$ cat src/rtl/mem_arbiter_pkg.sv
// Shared types and constants for the two-client memory arbiter.
package mem_arbiter_pkg;

  typedef enum logic {ARB_RUN, ARB_CLEAR} arb_state_t;

  typedef logic req_id_t;

  localparam req_id_t CLIENT0 = 1'b0;
  localparam req_id_t CLIENT1 = 1'b1;

endpackage

$ cat src/rtl/rr_arbiter2.sv
// Two-way round-robin grant with registered last-grant; client 0 wins the first tie.
module rr_arbiter2
  import mem_arbiter_pkg::*;
(
  input  logic       Clk,
  input  logic       Reset,
  input  logic [1:0] req,
  input  logic       enable,
  input  logic       handshake,
  output logic [1:0] grant
);

  req_id_t last_grant;

  always_comb begin
    grant = '0;
    if (enable) begin
      if (&req) begin
        grant = (last_grant == CLIENT1) ? 2'b01 : 2'b10;
      end else begin
        grant = req;
      end
    end
  end

  always_ff @(posedge Clk) begin
    if (Reset) begin
      last_grant <= CLIENT1;
    end else if (handshake) begin
      last_grant <= grant[1] ? CLIENT1 : CLIENT0;
    end
  end

endmodule

$ cat src/rtl/mem_arbiter.sv
// Round-robin arbiter and sequencer for the single-port memory, with a zero-sweep mode.
module mem_arbiter
  import mem_arbiter_pkg::*;
#(
  parameter int WIDTH  = 8,
  parameter int LENGHT = 32
) (
  input  logic              Clk,
  input  logic              Reset,
  input  logic              Req0_Valid,
  input  logic              Req0_RW,
  input  logic [WIDTH-1:0]  Req0_Addr,
  input  logic [LENGHT-1:0] Req0_Din,
  output logic              Req0_Ready,
  input  logic              Req1_Valid,
  input  logic              Req1_RW,
  input  logic [WIDTH-1:0]  Req1_Addr,
  input  logic [LENGHT-1:0] Req1_Din,
  output logic              Req1_Ready,
  output logic              Rsp0_Valid,
  output logic [LENGHT-1:0] Rsp0_Data,
  output logic              Rsp1_Valid,
  output logic [LENGHT-1:0] Rsp1_Data,
  input  logic              Clear_Req,
  output logic              Busy,
  output logic              Clear_Done,
  output logic [LENGHT-1:0] Mem_Din,
  output logic [WIDTH-1:0]  Mem_Addr,
  output logic              Mem_RW,
  output logic              Mem_Valid,
  input  logic [LENGHT-1:0] Mem_Dout
);

  arb_state_t        state_q, state_d;
  logic [WIDTH-1:0]  cnt_q;
  logic              done_q;

  logic              cmd_valid_q;
  logic              cmd_rw_q;
  logic [WIDTH-1:0]  cmd_addr_q;
  logic [LENGHT-1:0] cmd_din_q;
  req_id_t           cmd_id_q;

  logic              tag1_valid_q, tag2_valid_q;
  req_id_t           tag1_id_q, tag2_id_q;

  logic [1:0]        grant;
  logic              arb_enable;
  logic              accept;
  req_id_t           acc_id;
  logic              acc_rw;
  logic [WIDTH-1:0]  acc_addr;
  logic [LENGHT-1:0] acc_din;

  // Clear_Req and Reset both block acceptance in the cycle they are seen.
  assign arb_enable = (state_q == ARB_RUN) && !Clear_Req && !Reset;
  assign accept     = |(grant & {Req1_Valid, Req0_Valid});
  assign acc_id     = grant[1] ? CLIENT1 : CLIENT0;
  assign acc_rw     = grant[1] ? Req1_RW   : Req0_RW;
  assign acc_addr   = grant[1] ? Req1_Addr : Req0_Addr;
  assign acc_din    = grant[1] ? Req1_Din  : Req0_Din;

  rr_arbiter2 u_rr (
    .Clk       (Clk),
    .Reset     (Reset),
    .req       ({Req1_Valid, Req0_Valid}),
    .enable    (arb_enable),
    .handshake (accept),
    .grant     (grant)
  );

  always_comb begin
    state_d   = state_q;
    Busy      = 1'b0;
    Mem_Valid = cmd_valid_q;
    Mem_RW    = cmd_valid_q & cmd_rw_q;
    Mem_Addr  = cmd_valid_q ? cmd_addr_q : '0;
    Mem_Din   = cmd_valid_q ? cmd_din_q  : '0;
    unique case (state_q)
      ARB_RUN: begin
        if (Clear_Req) state_d = ARB_CLEAR;
      end
      ARB_CLEAR: begin
        Busy      = 1'b1;
        Mem_Valid = 1'b1;
        Mem_RW    = 1'b1;
        Mem_Addr  = cnt_q;
        Mem_Din   = '0;
        if (cnt_q == '1) state_d = ARB_RUN;
      end
      default: state_d = ARB_RUN;
    endcase
  end

  always_ff @(posedge Clk) begin
    if (Reset) begin
      state_q      <= ARB_RUN;
      cnt_q        <= '0;
      done_q       <= 1'b0;
      cmd_valid_q  <= 1'b0;
      cmd_rw_q     <= 1'b0;
      cmd_addr_q   <= '0;
      cmd_din_q    <= '0;
      cmd_id_q     <= CLIENT0;
      tag1_valid_q <= 1'b0;
      tag1_id_q    <= CLIENT0;
      tag2_valid_q <= 1'b0;
      tag2_id_q    <= CLIENT0;
    end else begin
      state_q <= state_d;
      done_q  <= (state_q == ARB_CLEAR) && (cnt_q == '1);
      // Counter wraps back to zero on the last sweep cycle, ready for the next sweep.
      cnt_q   <= (state_q == ARB_CLEAR) ? cnt_q + 1'b1 : '0;

      cmd_valid_q <= accept;
      if (accept) begin
        cmd_rw_q   <= acc_rw;
        cmd_addr_q <= acc_addr;
        cmd_din_q  <= acc_din;
        cmd_id_q   <= acc_id;
      end

      tag1_valid_q <= accept && !acc_rw;
      tag1_id_q    <= acc_id;
      tag2_valid_q <= tag1_valid_q;
      tag2_id_q    <= tag1_id_q;
    end
  end

  assign Req0_Ready = grant[0];
  assign Req1_Ready = grant[1];
  assign Rsp0_Valid = tag2_valid_q && (tag2_id_q == CLIENT0);
  assign Rsp1_Valid = tag2_valid_q && (tag2_id_q == CLIENT1);
  assign Rsp0_Data  = Mem_Dout;
  assign Rsp1_Data  = Mem_Dout;
  assign Clear_Done = done_q;

endmodule

$ cat config.mk
export PLATFORM = sky130hd
export DESIGN_NAME = mem_arbiter
export DESIGN_NICKNAME = d
export VERILOG_FILES = /design/src/rtl/mem_arbiter_pkg.sv /design/src/rtl/rr_arbiter2.sv /design/src/rtl/mem_arbiter.sv
export SDC_FILE = /design/constraint.sdc
export NUM_CORES = 1
export LEC_CHECK = 0
export ABC_AREA = 1
export CAP_MARGIN = 5
export CELL_PAD_IN_SITES_DETAIL_PLACEMENT = 1
export CELL_PAD_IN_SITES_GLOBAL_PLACEMENT = 2
export CORE_MARGIN = 3
export CORE_UTILIZATION = 17
export CTS_BUF_LIST = sky130_fd_sc_hd__clkbuf_4
export DETAILED_ROUTE_END_ITERATION = 8
export GPL_TIMING_DRIVEN = 0
export PLACE_DENSITY_LB_ADDON = 0.1
export SETUP_SLACK_MARGIN = 0.02
export SYNTH_ARGS = -nofsm -noshare
export SYNTH_HDL_FRONTEND = slang
export SYNTH_HIERARCHICAL = 1
export SYNTH_SLANG_ARGS = --single-unit
$ cat constraint.sdc
create_clock -name Clk -period 2.1 [get_ports Clk]
set_input_delay 0.42 -clock Clk [delete_from_list [all_inputs] [get_ports Clk]]
set_output_delay 0.42 -clock Clk [all_outputs]
set_load 0.1 [all_outputs]
* Word-level counts from Yosys, hierarchy flattened
Cells that the tools add are included.
** Operators by class
- Add/subtract/negate cells :: 1
- Eq/ne operators :: 1
- Multiplexer cells :: 17
- Bitwise logic cells :: 4
- Reduce and logical (&&, ||, !) cells :: 12
** Operators by type and width (count)
- $mux W32 :: 3
- $mux W8 :: 3
- $add A8 B1 Y8 const B :: 1
- $eq A8 B8 Y1 const B :: 1
- $mux W1 :: 7
- $logic_and A1 B1 Y1 :: 6
- $mux W2 :: 3
- $reduce_or A2 Y1 :: 2
- $logic_not A1 Y1 :: 3
- $and A2 B2 Y2 :: 1
- $not A1 Y1 :: 2
- $pmux W1 S2 :: 1
- $reduce_and A2 Y1 :: 1
- $and A1 B1 Y1 :: 1
** Storage, ports and cells
- Register bits :: 57
- Input port bits :: 119
- Logic and storage cells :: 47

* Logic depth before layout (Yosys ltp)
- Depth in word-level cells :: 7
- Gate-level depth with buffers :: 11
- Depth with buffers taken out :: 8

* Cells and area by module
The synthesis kept the hierarchy.
** By module, submodules not included
- mem_arbiter :: instances 1, cells an instance 551, area each 3393.3 sq um, sequential area each 1121.1 sq um
- rr_arbiter2 :: instances 1, cells an instance 12, area each 67.6 sq um, sequential area each 20.0 sq um

* Worst setup path before layout
No wires, ideal clock.
- Kind :: register to output
- Start :: register state_q
- End :: output port Mem_Addr[0]
- Arrival time :: 3.543 ns
- Required time :: 1.680 ns
- Setup slack :: -1.863 ns
- Stages on the path, launching flop included :: 4
- Path buffers :: 1
- Cell sequence :: dfxtp_1 -> inv_1 -> buf_2 -> o21ai_0
** On the way
- Longest elaborated chain between the ends :: 1
** RTL lines
- start: declaration :: RTL line mem_arbiter.sv:34 : arb_state_t state_q, state_d;
- start signal: assignment :: RTL line mem_arbiter.sv:110 : state_q <= state_d;
- $mux W8 :: RTL line mem_arbiter.sv:79 : unique case (state_q)
- end: declaration :: RTL line mem_arbiter.sv:28 : output logic [WIDTH-1:0] Mem_Addr,
Every way passes these cells.

* Final worst setup path
- Start :: input port Mem_Dout[19]
- End :: output port Rsp0_Data[19]
** RTL lines
- start: declaration :: RTL line mem_arbiter.sv:31 : input logic [LENGHT-1:0] Mem_Dout
- end: declaration :: RTL line mem_arbiter.sv:21 : output logic [LENGHT-1:0] Rsp0_Data,
No word-level cell between the ends.

==> results.md <==
- RSZ-0062 raised after global routing: yes
- Fraction of final layout cells with drive strength greater than 1: 27.2%
- Result of the run: finished clean
- Syn_area_per_cell: ~6.1 um2
- Clock transition at path regs: ~0.1 ns
- TritonCTS clock tree: done
- Maxcap violations: 0
- Hold Path Class: in2reg
- Count of buffer and inverter cells on the critical path: 2
- HPWL after DPL: around 12000 um
- Antenna violations before repair: 0
- Growth of design area from synthesis to finish: 83.7%
- Fill cell instance count of the final layout: between 2000 and 2500
- Starting utilization of the core area: between 10% and 20%
- Top delay family on crit path: buffers and inverters
- Dominant combinational cell family by area after synthesis: simple AND/OR/NAND/NOR gates
- Number of input and output port buffers inserted: just under 200
- Cell area reported after detailed placement: 5990 um2
- Mean number of vias per cell: a little under 4
- Diodes inserted: 0
- Ports: about 230
- Hold_ws: 0.334 ns
- Number of slew-limit violations in the final report: 0
- Summed instance area of the synthesized netlist: 3460 um2
- DRC errors left: 0
- Maximum number of pins on one net before global-route repair: 12
- Number of synthesized flops with an enable pin: 0
- Count of cell types in the netlist: 22
- Arr. time, crit path: between 1.5 and 2 ns
- Crit-path cells: buf_4 > clkdlybuf4s50_1
- CP Launch Point: Mem_Dout[19]
- Detailed-routing iteration count for the pre-antenna-repair pass: 4
- Fmax: roughly 0.49 GHz
- Slowest CP cell: sky130_fd_sc_hd__clkdlybuf4s50_1
- Antenna-violating nets left: 0
- Global router's overall resource usage: a little over an eighth
- Final GP Congestion: roughly 0.72
- Switching Share: about two fifths
- Startpoint type of the worst setup path: input pin
- Critical Path End: Rsp0_Data[19]
- Portion of the post-synthesis area used by sequential elements: around a third
- Floorplan row count: slightly above 50
- Area fraction of the dominant cell type after synthesis: around 33%
- Count of clock tree sinks: 57
- Peak supply drop: roughly 250 uV
- Worst path max stage delay: between 1 and 1.5 ns
- Cell types occupying the most area after synthesis: sky130_fd_sc_hd__dfxtp_1 (33%), sky130_fd_sc_hd__nand2_1 (21%), sky130_fd_sc_hd__buf_4 (15%)
- Kind of capture point of the worst setup path: primary output
- Total global routing overflow: 0
- Combinational share of power: between 30% and 40%
- Layout net count: roughly 900
- Post-synthesis share of cell area spent on and, or, nand and nor gates: a little under two fifths
- Core footprint: between 15000 and 20000 um2
- Later-pin clock latency in the skew report: around 0.43 ns
- Source of the worst register-to-register timing path: state_q
- H-tree levels: 3
- Reg2reg setup slack: 0.14 ns
- Worst flop-to-flop path endpoint: cmd_addr_q[6]
- Critical path required time: 1.68 ns
- Warning count from the yosys run: 6
- Register bit count reported by yosys: 57
- Final Total Pwr: ~3.3 mW
- Setup tns final: 0 ns
- First-pass GRT wire length: between 20000 and 25000 um
- Average wire per cell in the routed design: 14.4 um
- Top_reg_cell synth: sky130_fd_sc_hd__dfxtp_1
- Slew HR: 33.8%
- Vias after detailed routing: between 4000 and 5000
- Largest driver fanout on the critical path: 2
- Internal power: between 2 and 2.5 mW
- Share of synthesized flip-flops with an asynchronous set or reset: 0%
- Vias in the first global route: approximately 4300
- Cell at the root of the clock tree: sky130_fd_sc_hd__clkbuf_4
- Xor/xnor share of the synthesized area: 0%
- Net load switching power: 1.26 mW
- Category of the critical setup timing path: in2out
- Post-synthesis adder-cell area fraction: less than 1%
- Worst clock skew: 0.0107 ns
- Post-Synthesis Cells: around 560
- Number of buffers inserted by hold repair at cts: 0
- TritonCTS buffer count: 9
- Area leader, netlist: sky130_fd_sc_hd__dfxtp_1
- Areal power density over the cells: between 500 and 600 nW/um2
- Share of synthesized area spent on multiplexers: 0%
- Tightest Pin Transition: a little under 1 ns
- Maximum clock insertion buffer count: 2
- Cell depth of the worst setup path: 2
- Final Critical Period: 2.06 ns
- Final number of hold-violating endpoints: 0
- Total leakage power: 2.85 nW
- Overall die width: 149 um
- Total length of routed wires: between 15000 and 20000 um
- Final setup viols: 0
- Cells on worst reg2reg path: 11
- Area of the die: approximately 22000 um2
- Final cycle utilization of the critical path: about 98%
- Die height: 149 um
- Flop pwr share: a little over a third
- Compound-Gate Fraction of Synth Area: 7.38%
- Clock Power Share: between 20 and 30%
- Post-layout instance area: between 6000 and 7000 um2
- Net count of the mapped netlist: between 600 and 700
- Starting DRT DRC Count: between 100 and 150
-- cell families (layout without fill, tap and decap cells) --
group | Yosys count | in the layout
flip-flops | 57 | 57
AND/OR/NAND/NOR | 340 | 340
adder cells (fa/ha/maj) | 1 | 1
buffers and inverters | 114 | 335
AO/OA/AOI/OAI | 51 | 51
-- metrics by stage --
step	utilization (%)	setup slack, ns	std cells
after CTS	31.4	-0.00179	1042
after global placement	30.4	-1.34	1026
after detailed placement	30.4	-1.33	1026
final	32.2	0.0441	1049
after floorplan	-	-0.280	563
after global routing	32.2	-0.0417	1049
-- timing repair --
item                                    4_1_cts  5_1_grt
setup buffers                                 1        7
gates resized for setup                     317       38
endpoints found under the setup margin       93       77
hold endpoints to repair                      0        0
pin swaps                                     1        1
gates cloned                                  0        1
-- sequential cells by signal, indices dropped and copies added (netlist names) --
| name | flops |
|---|---|
| cmd_addr_q | 8 |
| cmd_rw_q | 1 |
| cmd_valid_q | 1 |
| tag2_valid_q | 1 |
| tag1_id_q | 1 |
| Clear_Done | 1 |
| cnt_q | 8 |
| tag1_valid_q | 1 |
| tag2_id_q | 1 |
| cmd_din_q | 32 |
| state_q | 1 |
| u_rr/last_grant | 1 |
-- cell usage after synthesis (2+ instances only) --
library cell	instances
sky130_fd_sc_hd__nor3_1	2
sky130_fd_sc_hd__buf_2	18
sky130_fd_sc_hd__nand3_1	13
sky130_fd_sc_hd__o21ai_0	36
sky130_fd_sc_hd__dfxtp_1	57
sky130_fd_sc_hd__inv_2	3
sky130_fd_sc_hd__buf_4	70
sky130_fd_sc_hd__nor2_1	129
sky130_fd_sc_hd__clkbuf_2	2
sky130_fd_sc_hd__inv_1	14
sky130_fd_sc_hd__o21ai_1	7
sky130_fd_sc_hd__buf_6	2
sky130_fd_sc_hd__nand2_1	190
sky130_fd_sc_hd__nor2_2	2
sky130_fd_sc_hd__a21oi_1	8
sky130_fd_sc_hd__clkbuf_1	4
-- area by class of cell --
| type | instances | area, um2 | share of cell area [%] |
|---|---|---|---|
| buffer | 94 | 728 | 11.5 |
| clock buffer | 10 | 75.1 | 1.18 |
| clock inverter | 6 | 82.6 | 1.30 |
| inverter | 18 | 73.8 | 1.16 |
| multi-input combinational | 392 | 1810 | 28.5 |
| sequential | 57 | 1150 | 18.0 |
| tap | 265 | 332 | 5.22 |
| timing repair buffer | 207 | 2110 | 33.1 |
-- placed cells by master, fill, tap and decap left out, types with 6 or more instances in the layout --
cell,synthesis,layout
sky130_fd_sc_hd__a21oi_1,8,6
sky130_fd_sc_hd__buf_12,0,7
sky130_fd_sc_hd__buf_2,18,6
sky130_fd_sc_hd__buf_4,70,97
sky130_fd_sc_hd__buf_6,2,27
sky130_fd_sc_hd__clkbuf_4,0,13
sky130_fd_sc_hd__clkdlybuf4s50_1,0,149
sky130_fd_sc_hd__dfxtp_1,57,55
sky130_fd_sc_hd__inv_1,14,13
sky130_fd_sc_hd__nand2_1,190,186
sky130_fd_sc_hd__nand3_1,13,13
sky130_fd_sc_hd__nor2_1,129,106
sky130_fd_sc_hd__nor2_4,0,20
sky130_fd_sc_hd__o21ai_0,36,33
sky130_fd_sc_hd__o21ai_1,7,7
-- worst min path at each step --
stage	cells past startpoint	startpoint	to
floorplan	2	tag1_id_q	tag2_id_q
global placement	2	tag1_id_q	tag2_id_q
detailed placement	2	tag1_id_q	tag2_id_q
CTS	2	tag1_id_q	tag2_id_q
global route	3	Reset	u_rr/last_grant
finish	3	Reset	u_rr/last_grant
-- metal layers --
layer	track usage, %	vias to the layer above	wire length [um]
li1	-	2093	-
met1	15.9	1874	6510
met2	23.4	124	7510
met3	4.27	9	909
met4	2.73	0	178
met5	0	-	0
-- power groups by stage --
stage          registers (mW)  clock network [mW]  logic, mW
2_1_floorplan            1.17                   0      0.803
3_3_place_gp             1.17                   0       1.17
3_5_place_dp             1.17                   0       1.19
4_1_cts                  1.14               0.991       1.20
5_1_grt                  1.15                1.04       1.28
6_report                 1.14               0.939       1.21
-- worst register-to-register path, stage by stage, from the launching register on --
cell                      delay (ns)
sky130_fd_sc_hd__dfxtp_4        0.39
sky130_fd_sc_hd__buf_12         0.14
sky130_fd_sc_hd__nor3_4         0.15
sky130_fd_sc_hd__nand2_2        0.11
sky130_fd_sc_hd__a21oi_4        0.18
sky130_fd_sc_hd__buf_4          0.23
sky130_fd_sc_hd__inv_2          0.11
sky130_fd_sc_hd__buf_2          0.23
sky130_fd_sc_hd__nand2_1        0.09
sky130_fd_sc_hd__nand2_1        0.05
sky130_fd_sc_hd__nor2_1         0.13
sky130_fd_sc_hd__nor2_1         0.06
Power figures use the tool's default switching activity.
==> patch 1 (same settings) <==
The parameter `LENGHT` goes from 32 to 64.
--- a/src/rtl/mem_arbiter.sv
+++ b/src/rtl/mem_arbiter.sv
@@ -4,5 +4,5 @@
 #(
   parameter int WIDTH  = 8,
-  parameter int LENGHT = 32
+  parameter int LENGHT = 64
 ) (
   input  logic              Clk,
Interface: changed (6 resized); port bits go from 231 to 423. No check against the original RTL was run, so the function may have changed too.
==> patch 1 against the unedited design <==
The flow now finishes with violations (setup timing); design area is 97% higher; area after synthesis is 73% higher; total power is 67% higher; utilization is 4.0 points higher; sequential cell count grew 32; wire length is 81% higher; worst setup slack worse by 0.22 ns; critical path depth up 5; critical endpoint is now Req0_Ready; highest routed layer unchanged.
==> patch 1: results (changes against the unedited design) <==
* Vias per cell at 3.86 (was 3.91)
* Fillcell total at 4145 (was 2404)
* DP Area at 10200 um^2 (was 5990 um^2)
* Number of buffers added on ports at 358 (was 198)
* Setup_tns at -6.14 ns (was 0 ns)
* Hold path start: tag1_id_q (was Reset)
* Worst path max stage delay at 0.38 ns (was 1.13 ns)
* Post-synth top cells: nand2_1 (317), nor2_1 (177), buf_4 (128), dfxtp_1 (89), o21ai_0 (75) (was nand2_1 (190), nor2_1 (129), buf_4 (70), dfxtp_1 (57), o21ai_0 (36))
* Min Hold Slack at 0.414 ns (was 0.334 ns)
* Final worst setup slack at -0.176 ns (was 0.0441 ns)
* Failing checks: setup timing
* Largest net degree at the start of global routing at 16 (was 12)
* First-pass GRT wire length at 42700 um (was 23100 um)
* Vias in the first global route at 7323 (was 4279)
* Final setup fails at 99 (was 0)
* Synth Area in Adders at 0.209% (was 0.362%)
* Via count at 6963 (was 4100)
* Critical-path maximum fanout at 6 (was 2)
* Worst reg2reg path endpoint: cmd_din_q[43] (was cmd_addr_q[6])
* Synth Area in Compound Gates at 7.14% (was 7.38%)
* Setup WS pre-CTS at -1.39 ns (was -1.33 ns)
* Min-Delay Path Class: reg2reg (was in2reg)
* Status: finished with violations (was complete, no violations)
* Drt initial violations at 131 (was 102)
* Layout cell share with drive strength beyond 1 at 34.0% (was 27.2%)
* Max VDD drop at 0.000223 V (was 0.000245 V)
* Total wire length at 27300 um (was 15100 um)
patch 1: logic make-up (layout without fill, tap and decap cells):
logic type | Yosys count | after routing
AND/OR/NAND/NOR | 564 | 564
flip-flops | 89 | 89
other | 0 | 1
buffers and inverters | 203 | 609
adder cells (fa/ha/maj) | 1 | 1
AO/OA/AOI/OAI | 83 | 83
patch 1: timing repair:
item / 4_1_cts / 5_1_grt
gates resized for setup: 890 / 51
endpoints found under the setup margin: 156 / 153
cloned: 9 / 1
pin swaps: 62 / 15
setup buffers: 14 / 10
patch 1: worst max-delay path by stage:
stage | slack [ns] | cells after the start | startpoint | to
CTS | -0.16 | 6 | state_q | Req1_Ready
global route | -0.31 | 7 | state_q | Req0_Ready
finish | -0.18 | 7 | state_q | Req0_Ready
global placement | -1.37 | 6 | Reset | Req1_Ready
detailed placement | -1.39 | 6 | Reset | Req1_Ready
floorplan | -0.40 | 3 | state_q | Mem_Din[10]
patch 1: area by class of cell:
cell class | count | area, um^2 | area share, %
clock inverter | 5 | 104 | 0.828
inverter | 18 | 73.8 | 0.589
tap | 455 | 569 | 4.54
clock buffer | 11 | 82.6 | 0.659
multi-input combinational | 648 | 3350 | 26.7
buffer | 185 | 1730 | 13.8
sequential | 89 | 1790 | 14.3
antenna | 1 | 2.50 | 0.0200
timing repair buffer | 390 | 4840 | 38.6
patch 1: metal layers:
metal	global-route usage (%)	wire, um
met5	0	0
met4	2.97	354
met3	4.72	2080
met2	24.1	13100
met1	18.0	11800
patch 1: power breakdown:
group	leakage [nW]	internal (W)	switching, W
logic	4.40	0.000906	0.00152
clock network	0.101	0.000633	0.000645
registers	0.725	0.00176	0.0000348
patch 1: worst max-delay path: cells and delay by family, from the launching register on:
family          cells  cell delay (ns)
flops               1             0.38
compound gates      1             0.17
simple gates        2             0.23
buf+inv             4             0.60
==> patch 2 (same settings) <==
Without the edit above. Reset style: asynchronous (`Reset`), changed in 2 clocked blocks.
--- a/src/rtl/rr_arbiter2.sv
+++ b/src/rtl/rr_arbiter2.sv
@@ -24,5 +24,5 @@
   end
 
-  always_ff @(posedge Clk) begin
+  always_ff @(posedge Clk or posedge Reset) begin
     if (Reset) begin
       last_grant <= CLIENT1;
--- a/src/rtl/mem_arbiter.sv
+++ b/src/rtl/mem_arbiter.sv
@@ -93,5 +93,5 @@
   end
 
-  always_ff @(posedge Clk) begin
+  always_ff @(posedge Clk or posedge Reset) begin
     if (Reset) begin
       state_q      <= ARB_RUN;
Behaviour: differs if Reset is asserted again (counterexample within 4 cycles, from zero or initial values and one cycle with Reset high); with Reset held inactive, the same outputs for 10 cycles.
==> patch 2 against the unedited design <==
Sequential power is 18% higher; design area is 11% higher; the flow now finishes with violations (setup timing); wire length is 8.3% lower; first-iteration DRC count is 4.9% lower; non-clock buffer count is 1 lower; critical path depth is 4 higher; worst setup slack worse by 0.080 ns; clock skew is 0.0058 ns higher; final cell count is 8.9% lower; combinational power is 87% higher; sequential cell count stayed put; total power is 35% higher; critical endpoint is now Mem_Din[26]; area after synthesis is 0.36% higher; largest cell class unchanged.
==> patch 2: results (changes against the unedited design) <==
* Post-synth EDFFs at 0 (unchanged)
* H-tree levels at 3 (unchanged)
* Seq/Total Area, Yosys at 41.1% (was 33.0%)
* Worst skew pair latency at between 0.4 and 0.5 ns
* Number of buffers added on ports at 198 (unchanged)
* Hold EP: tag2_valid_q (was u_rr/last_grant)
* Status: finished with violations (was complete, no violations)
* Netlist cell types at 21 (was 22)
* Max VDD drop at 0.000270 V (was 0.000245 V)
* R2r setup slk at about 0.15 ns
* Setup WS pre-CTS at -0.939 ns (was -1.33 ns)
* Worst reg2reg path endpoint: cmd_din_q[13] (was cmd_addr_q[6])
* CTS root buf: clkbuf_4 (unchanged)
* Largest net degree at the start of global routing at 33 (was 12)
* CTS Buf Count at 9 (unchanged)
* Drt initial violations at 97 (was 102)
* Initial antenna violation count at 2 (was 0)
* Largest regs: cmd_din_q (32), cmd_addr_q (8), cnt_q (8) (unchanged)
* Synth area leaders: dfrtp_1 (40%), buf_4 (14%), inv_1 (10%) (was dfxtp_1 (33%), nand2_1 (21%), buf_4 (15%))
* Clock Path Buffers at 2 (unchanged)
* Clk slew on worst S/H paths at ~0.11 ns
* First-pass GRT wire length at 21700 um (was 23100 um)
* Vias in the first global route at 4197 (was 4279)
* Syn nets at 580 (was 683)
* Routability cong. at 0.707 (was 0.723)
* Hold path start: tag1_valid_q (was Reset)
* Worst hold path stage count at 0 (was 3)
* Final worst setup slack at -0.0360 ns (was 0.0441 ns)
* 1st-pass router iterations at 4 (unchanged)
* DP HPWL at 10700 um (was 11900 um)
* Leak pwr at 3.18 nW (was 2.85 nW)
* Min-Delay Path Class: reg2reg (was in2reg)
* Core region area at 19800 um^2 (was 19700 um^2)
* Setup_tns at -0.292 ns (was 0 ns)
* R2r startpoint: state_q (unchanged)
* Worst slew pin tran at 0.985 ns (was 0.990 ns)
* Critical-path maximum fanout at 6 (was 2)
* Final setup fails at 12 (was 0)
* Vias per cell at 3.89 (was 3.91)
* Synth async-reset ratio at 100% (was 0%)
* # nets final at 805 (was 899)
* Layout cell share with drive strength beyond 1 at 32.0% (was 27.2%)
* Worst clock skew at 0.0165 ns (was 0.0107 ns)
* Fillcell total at 2307 (was 2404)
* Failing checks: setup timing
* Total number of yosys warnings at 6 (unchanged)
* GRT Total Usage at 12.6% (was 13.3%)
* Worst path arrival time at 1.72 ns (was 1.64 ns)
* Post-synth top cells: inv_1 (93), buf_4 (66), nand2_1 (64), dfrtp_1 (56), o21ai_0 (51) (was nand2_1 (190), nor2_1 (129), buf_4 (70), dfxtp_1 (57), o21ai_0 (36))
* FF-to-FF path depth at 9 (was 11)
* DR WL/cell at 14.5 um (was 14.4 um)
patch 2: logic make-up (layout without fill, tap and decap cells):
group | after synthesis | count (layout) | share of synthesized area [%]
adders and majority gates | 1 | 1 | 0.360
DFF | 57 | 57 | 41.1
AOI/OAI and AO/OA | 100 | 100 | 17.3
and+or+nand+nor | 121 | 121 | 13.6
buffers and inverters | 181 | 411 | 27.6
other | 0 | 1 | 0
patch 2: worst max path at each step:
stage	start	to	slack, ns
global placement	Reset	state_q	-1.38
CTS	state_q	Mem_Din[30]	-0.14
finish	state_q	Mem_Din[26]	-0.04
global route	state_q	Mem_Din[30]	-0.12
floorplan	state_q	Mem_Din[21]	-0.28
detailed placement	Reset	Req1_Ready	-0.94
patch 2: routing by layer:
| metal | wire [um] | vias to the layer above | part of all wire, % | GRT usage [%] |
|---|---|---|---|---|
| met4 | 219 | 2 | 1.6 | 4.53 |
| met3 | 1350 | 14 | 9.7 | 5.10 |
| met5 | 18 | - | 0.13 | 0 |
| met1 | 5410 | 1744 | 39 | 14.1 |
| met2 | 6850 | 145 | 49 | 21.5 |
| li1 | - | 1814 | - | - |
patch 2: stage by stage:
step	cell area (um^2)	total power (W)	instances	utilization, %	hold WS, ns
6_report	7050	0.00444	956	35.6	0.358
5_1_grt	7050	0.00468	956	35.6	0.362
4_1_cts	6910	0.00451	948	34.9	0.361
3_5_place_dp	6100	0.00341	924	30.8	0.336
3_3_place_gp	6080	0.00338	923	30.7	0.332
2_1_floorplan	3770	0.00284	460	-	0.310
patch 2: critical path, stage by stage (launching register included):
cell     delay [ns]
dfrtp_2        0.48
inv_4          0.11
nand2_8        0.08
buf_12         0.16
buf_16         0.14
nor2_4         0.13
buf_12         0.18
patch 2: report_power, final:
part           internal, W  leakage [nW]  switching, W  total, W
clock             0.000396        0.0787      0.000439  0.000835
combinational     0.000770          2.50       0.00149   0.00226
sequential         0.00125         0.604     0.0000921   0.00134
patch 2: cell type report:
cell class                      instances  area, um^2  share of cell area, %
Timing Repair Buffer                  214        2590                   36.7
Multi-Input combinational cell        222        1460                   20.7
Sequential cell                        57        1430                   20.3
Buffer                                 86         744                   10.6
Inverter                               95         362                   5.13
Tap cell                              265         332                   4.70
Clock buffer                           12        90.1                   1.28
Clock inverter                          4        43.8                  0.621
Antenna cell                            1        2.50                 0.0355
patch 2: repair_timing:
| action | 4_1_cts | 5_1_grt |
|---|---|---|
| cloned | 2 | 1 |
| endpoints found under the setup margin | 48 | 67 |
| buffers inserted | 6 | 6 |
| gates resized for setup | 434 | 21 |
| pin swaps | 0 | 4 |
